$ cat config.mk
export PLATFORM = sky130hd
export DESIGN_NAME = eq_i2s_tx_flat
export DESIGN_NICKNAME = d
export VERILOG_FILES = /design/src/rtl/eq_i2s_tx_if.sv /design/src/rtl/eq_i2s_tx.sv /design/src/flat_wrapper.sv
export SDC_FILE = /design/constraint.sdc
export NUM_CORES = 1
export LEC_CHECK = 0
export ABC_CLOCK_PERIOD_IN_PS = 2650
export CAP_MARGIN = 10
export CORE_AREA = 4 4 111 113
export CTS_CLUSTER_DIAMETER = 50
export CTS_CLUSTER_SIZE = 25
export DETAILED_ROUTE_END_ITERATION = 8
export DIE_AREA = 0 0 115 117
export PLACE_DENSITY = 0.74
export RECOVER_POWER = 50
export SLEW_MARGIN = 10
export SYNTH_ARGS = -nofsm -noshare
export SYNTH_HDL_FRONTEND = slang
export SYNTH_SLANG_ARGS = --single-unit
$ cat constraint.sdc
create_clock -name clk -period 2.65 [get_ports clk]
set_input_delay 0.53 -clock clk [delete_from_list [all_inputs] [get_ports clk]]
set_output_delay 0.53 -clock clk [all_outputs]
set_load 0.02 [all_outputs]
$ cat src/rtl/eq_i2s_tx_if.sv
//==============================================================================
// Module  : eq_i2s_tx_if
// Brief   : valid/ready sample stream from the equalizer into the I2S output stage
// Revision: 1.0  initial release
//==============================================================================
`default_nettype none

interface eq_i2s_tx_if #(
    parameter int DATA_WIDTH = 24
);
    logic [DATA_WIDTH-1:0] s_data;
    logic                  s_valid;
    logic                  s_ready;

    modport master (output s_data, output s_valid, input s_ready);
    modport slave  (input s_data, input s_valid, output s_ready);
endinterface

`default_nettype wire

$ cat src/rtl/eq_i2s_tx.sv
//==============================================================================
// Module  : eq_i2s_tx
// Brief   : FIFO-buffered Philips I2S transmitter, mono sample on both slots.
//           Define I2S_TX_STATUS_EN to add the saturating underrun_count port.
// Revision: 1.0  initial release
//==============================================================================
`default_nettype none

module eq_i2s_tx #(
    parameter int DATA_WIDTH = 24,
    parameter int CLK_DIV    = 4,
    parameter int FIFO_DEPTH = 4
) (
    input  wire logic                      clk,
    input  wire logic                      rst,
    eq_i2s_tx_if.slave                     s,
    output logic [$clog2(FIFO_DEPTH):0]    fifo_level,
    output logic                           i2s_sclk,
    output logic                           i2s_lrclk,
    output logic                           i2s_sdata,
    output logic                           underrun
`ifdef I2S_TX_STATUS_EN
    ,
    output logic [15:0]                    underrun_count
`endif
);

    localparam int              AW         = $clog2(FIFO_DEPTH);
    localparam int              LW         = AW + 1;
    localparam int              CW         = (CLK_DIV > 1) ? $clog2(CLK_DIV) : 1;
    localparam logic [CW-1:0]   DIV_MAX    = CW'(CLK_DIV - 1);
    localparam logic [LW-1:0]   LEVEL_FULL = LW'(FIFO_DEPTH);

    logic [CW-1:0]          div_cnt_q, div_cnt_d;
    logic                   sclk_q, sclk_d;
    logic [5:0]             p_q, p_d;
    logic                   lrclk_q;
    logic                   sdata_q, sdata_d;
    logic                   underrun_q, underrun_d;
    logic [DATA_WIDTH-1:0]  tx_q, tx_d;
    logic [AW-1:0]          wr_ptr_q, wr_ptr_d;
    logic [AW-1:0]          rd_ptr_q, rd_ptr_d;
    logic [LW-1:0]          level_q, level_d;
    logic [DATA_WIDTH-1:0]  mem_q [FIFO_DEPTH];

    logic                   w_tick;
    logic                   w_fall;
    logic                   w_load;
    logic                   w_empty;
    logic                   w_ready;
    logic                   w_push;
    logic                   w_pop;
    logic [4:0]             w_slot;
    logic                   w_bit;

    // Ready depends only on registered level so a pop never feeds back combinationally.
    assign w_ready   = (level_q != LEVEL_FULL);
    assign s.s_ready = w_ready;

    always_comb begin
        w_tick    = (div_cnt_q == DIV_MAX);
        div_cnt_d = w_tick ? '0 : div_cnt_q + 1'b1;
        sclk_d    = w_tick ? ~sclk_q : sclk_q;
        w_fall    = w_tick & sclk_q;
        w_load    = w_fall & (p_q == 6'd63);
        w_empty   = (level_q == '0);
        w_pop     = w_load & ~w_empty;
        w_push    = s.s_valid & w_ready;

        p_d = w_fall ? p_q + 6'd1 : p_q;

        tx_d = tx_q;
        if (w_load) begin
            tx_d = w_pop ? mem_q[rd_ptr_q] : '0;
        end
        underrun_d = w_load & w_empty;

        // Slot bit s carries tx[DATA_WIDTH-s]; s=0 is the one-bit I2S delay.
        w_slot = p_d[4:0];
        w_bit  = 1'b0;
        for (int i = 0; i < DATA_WIDTH; i++) begin
            if (5'(DATA_WIDTH - i) == w_slot) begin
                w_bit = tx_d[i];
            end
        end
        sdata_d = w_fall ? w_bit : sdata_q;

        wr_ptr_d = w_push ? wr_ptr_q + 1'b1 : wr_ptr_q;
        rd_ptr_d = w_pop  ? rd_ptr_q + 1'b1 : rd_ptr_q;
        case ({w_push, w_pop})
            2'b10:   level_d = level_q + 1'b1;
            2'b01:   level_d = level_q - 1'b1;
            default: level_d = level_q;
        endcase
    end

    always_ff @(posedge clk) begin
        if (rst) begin
            div_cnt_q  <= '0;
            sclk_q     <= 1'b0;
            p_q        <= 6'd63;
            lrclk_q    <= 1'b0;
            sdata_q    <= 1'b0;
            underrun_q <= 1'b0;
            tx_q       <= '0;
            wr_ptr_q   <= '0;
            rd_ptr_q   <= '0;
            level_q    <= '0;
        end else begin
            div_cnt_q  <= div_cnt_d;
            sclk_q     <= sclk_d;
            p_q        <= p_d;
            lrclk_q    <= p_d[5];
            sdata_q    <= sdata_d;
            underrun_q <= underrun_d;
            tx_q       <= tx_d;
            wr_ptr_q   <= wr_ptr_d;
            rd_ptr_q   <= rd_ptr_d;
            level_q    <= level_d;
        end
    end

    // Storage needs no reset: pointers and level define which entries are live.
    always_ff @(posedge clk) begin
        if (w_push) begin
            mem_q[wr_ptr_q] <= s.s_data;
        end
    end

`ifdef I2S_TX_STATUS_EN
    logic [15:0] ucnt_q;

    always_ff @(posedge clk) begin
        if (rst) begin
            ucnt_q <= '0;
        end else if (underrun_d && (ucnt_q != 16'hFFFF)) begin
            ucnt_q <= ucnt_q + 16'd1;
        end
    end

    assign underrun_count = ucnt_q;
`endif

    assign fifo_level = level_q;
    assign i2s_sclk   = sclk_q;
    assign i2s_lrclk  = lrclk_q;
    assign i2s_sdata  = sdata_q;
    assign underrun   = underrun_q;

endmodule

`default_nettype wire

$ cat src/flat_wrapper.sv
// flat-port wrapper written by rule: the top's interface ports become plain ports
module eq_i2s_tx_flat 
#(
    parameter int DATA_WIDTH = 24,
    parameter int CLK_DIV    = 4,
    parameter int FIFO_DEPTH = 4
)
  (clk, rst, fifo_level, i2s_sclk, i2s_lrclk, i2s_sdata, underrun, s_s_data, s_s_valid, s_s_ready);
  eq_i2s_tx_if #(.DATA_WIDTH(DATA_WIDTH)) s_i ();
  input  wire logic clk;
  input  wire logic rst;
  output logic [$clog2(FIFO_DEPTH):0] fifo_level;
  output logic i2s_sclk;
  output logic i2s_lrclk;
  output logic i2s_sdata;
  output logic underrun;
  input wire logic [$bits(s_i.s_data)-1:0] s_s_data;
  input wire logic [$bits(s_i.s_valid)-1:0] s_s_valid;
  output wire logic [$bits(s_i.s_ready)-1:0] s_s_ready;
  assign s_i.s_data = s_s_data;
  assign s_i.s_valid = s_s_valid;
  assign s_s_ready = s_i.s_ready;
  eq_i2s_tx #(.DATA_WIDTH(DATA_WIDTH), .CLK_DIV(CLK_DIV), .FIFO_DEPTH(FIFO_DEPTH)) u_core (.clk(clk), .rst(rst), .s(s_i), .fifo_level(fifo_level), .i2s_sclk(i2s_sclk), .i2s_lrclk(i2s_lrclk), .i2s_sdata(i2s_sdata), .underrun(underrun));
endmodule
==> impl_metrics.toml <==
[outcome]
outcome = "completed"

[cts]
clock_latency_ns = 0.41
ctsHoldBuffers = 0
cts_tree = "yes"
cts.clk_slew.worst_paths_ns = 0.06
cts_root_buffer = "clkbuf_16"
cts_sinks = 141
cts_buffer_depth = 2
h-tree-depth = 4
cts_buffers = 17

[timing]
finalSetupTns_ns = 0
max_slew.worst_pin.slew_ns = 0.874
max_freq_ghz = 0.405
rsz0062_at_grt = "false"
setup_violations = 0
fin_worst_skew_ns = 0.00790
slew_violations = 0
hold_viol = 0
period_needed_ns = 2.47
slew_headroom_pct = 41.7
fin_crit_sh_pct = 93.1

[synthesis]
yosys.cell_types.count = 58
synth_ff_type = "edfxtp_1"
syn_avg_cell_area_um2 = 14.7
synth_edf_count = 96
synth-seq-area-share_pct = 64.2
ys_warn_count = 0
synthesis.nets = 437
netlist_area_um2 = 5900
synth_seq_cells = 141
async_flop_share_pct = 0
synthCells = 402

[die]
die_h_um = 117
ioPinCount = 35
start_util_pct = 52.1
rows = 39
core_area_um2 = 11300
dieArea_um2 = 13500
dieWidth_um = 115

[route]
wl_um = 11800
first_pass_iters = 4
drc = 0
drtIter0Drc = 236
drt-wirelength-per-cell_um = 19.3
vias_per_cell = 5.90
dr_total_vias = 3601
route.antenna.remaining_nets = 0

[placement]
routabilityCongestion = 0.935
place_hpwl_um = 7580
post_dp_cell_area_um2 = 6470
port-buffer-count = 34

[grt]
grt_start_max_net_pins = 45
grt_pass1_wl_um = 19100
antenna_found_initial = 0
grt_overflow = 0
grt_pass1_vias = 3697
globalRouteTotalUtil_pct = 19.1

[critical_path]
ff2ff_setup_slack_ns = 0.18
start_kind = "flip-flop"
crit_type = "flip-flop to flip-flop"
slowest_delay_ns = 0.39
path_delay_family = "compound AO/OA/AOI/OAI gates"
path_max_fanout = 11
cp_cell_sequence = "ha_1 -> buf_4 -> and2_1 -> o21a_1 -> or3_1 -> o32ai_1 -> a2111oi_2 -> a2111oi_2 -> a21oi_1"
cp.arrival_ns = 2.76
cp.buffers_inverters = 1
cp_slowest_cell = "a2111oi_2"
cp-end-kind = "flip-flop"
path_common_cell = "a2111oi_2"
worstPathRequired_ns = 2.94

[final_layout]
drive_above_1_share_pct = 19.1
final_common_cell = "edfxtp_1"
areaGrowthSynthToFinish_pct = 19.7
nNetsFinal = 489
fin_area_um2 = 7060
mostFrequentLayoutCells = "96 x edfxtp_1, 45 x dfxtp_1, 25 x dlygate4sd3_1"
antenna_cells = 0

[run]
cap_viol_max_count = 0

[power_and_ir_drop]
ir_drop_mv = 0.445
powerDensity_nw_per_um2 = 714
power_mw = 5.04
p_leak_nw = 2.44

[min_path]
hold_path.class = "flip-flop to flip-flop"
## registers in the layout, indices dropped and copies added (netlist names), 2 cells and up, named ones only
| signal | cells |
|---|---|
| u_core.div_cnt_q | 2 |
| u_core.fifo_level | 3 |
| u_core.mem_q | 96 |
| u_core.p_q | 6 |
| u_core.rd_ptr_q | 2 |
| u_core.tx_q | 24 |
| u_core.wr_ptr_q | 2 |
## Yosys cell counts (all sizes together), types with 6 or more instances
library cell  number  area share (%)
a21oi              8            0.68
nand2             16             1.1
or3                6            0.64
inv               11            0.70
mux4              24             9.2
dfxtp             45              15
clkbuf            10            0.66
a22oi             12             1.5
edfxtp            96              49
nor2              23             1.5
ha                 7             1.5
nor2b             18             1.9
buf               15             1.7
o21ai              8            0.68
and3               6            0.66
a22o              15             2.2
## final timing paths
path                                    end                            from  cells after the start
min          u_core.div_cnt_q[0]$_SDFF_PP0_  u_core.div_cnt_q[0]$_SDFF_PP0_                      1
max           u_core.i2s_sdata$_SDFFE_PP0P_  u_core.div_cnt_q[0]$_SDFF_PP0_                      9
max reg2reg   u_core.i2s_sdata$_SDFFE_PP0P_  u_core.div_cnt_q[0]$_SDFF_PP0_                      9
min reg2reg  u_core.div_cnt_q[0]$_SDFF_PP0_  u_core.div_cnt_q[0]$_SDFF_PP0_                      1
## layout make-up
| class | instances | area (um2) |
|---|---|---|
| tap | 143 | 179 |
| multi-input combinational | 225 | 1930 |
| timing repair buffer | 58 | 528 |
| inverter | 11 | 41.3 |
| clock inverter | 15 | 164 |
| sequential | 141 | 3780 |
| fill | 834 | 4270 |
| clock buffer | 17 | 425 |
## kinds of logic (layout without fill, tap and decap cells)
group	after synthesis	in the layout	share of synthesized area [%]
DFF	141	141	64.2
and+or+nand+nor	102	102	9.59
AOI/OAI and AO/OA	80	80	10.5
buffers and inverters	36	101	3.06
muxes	26	26	9.51
xor gates and xnor gates	9	9	1.34
adders and majority gates	8	8	1.83
## what timing repair did
item                                    CTS  global route
resized for setup                         0             2
buffers inserted                          0             0
endpoints found under the setup margin    0             1
hold endpoints to repair                  0             0
## report_power, final
group,internal (mW),switching [mW]
logic,0.105,0.140
clock network,1.40,0.928
registers,2.44,0.0245
## through the flow
step | std cells | utilization (%) | hold WS (ns) | worst slack [ns]
global placement | 578 | 57.2 | 0.415 | 0.181
CTS | 610 | 62.4 | 0.435 | 0.173
floorplan | 402 | - | 0.404 | 0.0181
detailed placement | 578 | 57.2 | 0.427 | 0.139
finish | 610 | 62.3 | 0.431 | 0.183
global route | 610 | 62.3 | 0.456 | 0.0239
## per-layer routing
| metal | up-vias | GRT usage (%) | routed length, um |
|---|---|---|---|
| li1 | 1667 | - | - |
| met1 | 1806 | 23.5 | 4900 |
| met2 | 105 | 32.3 | 6060 |
| met3 | 23 | 4.47 | 550 |
| met4 | 0 | 8.37 | 246 |
| met5 | - | 0 | 0 |
(Power assumes the default switching activity.)
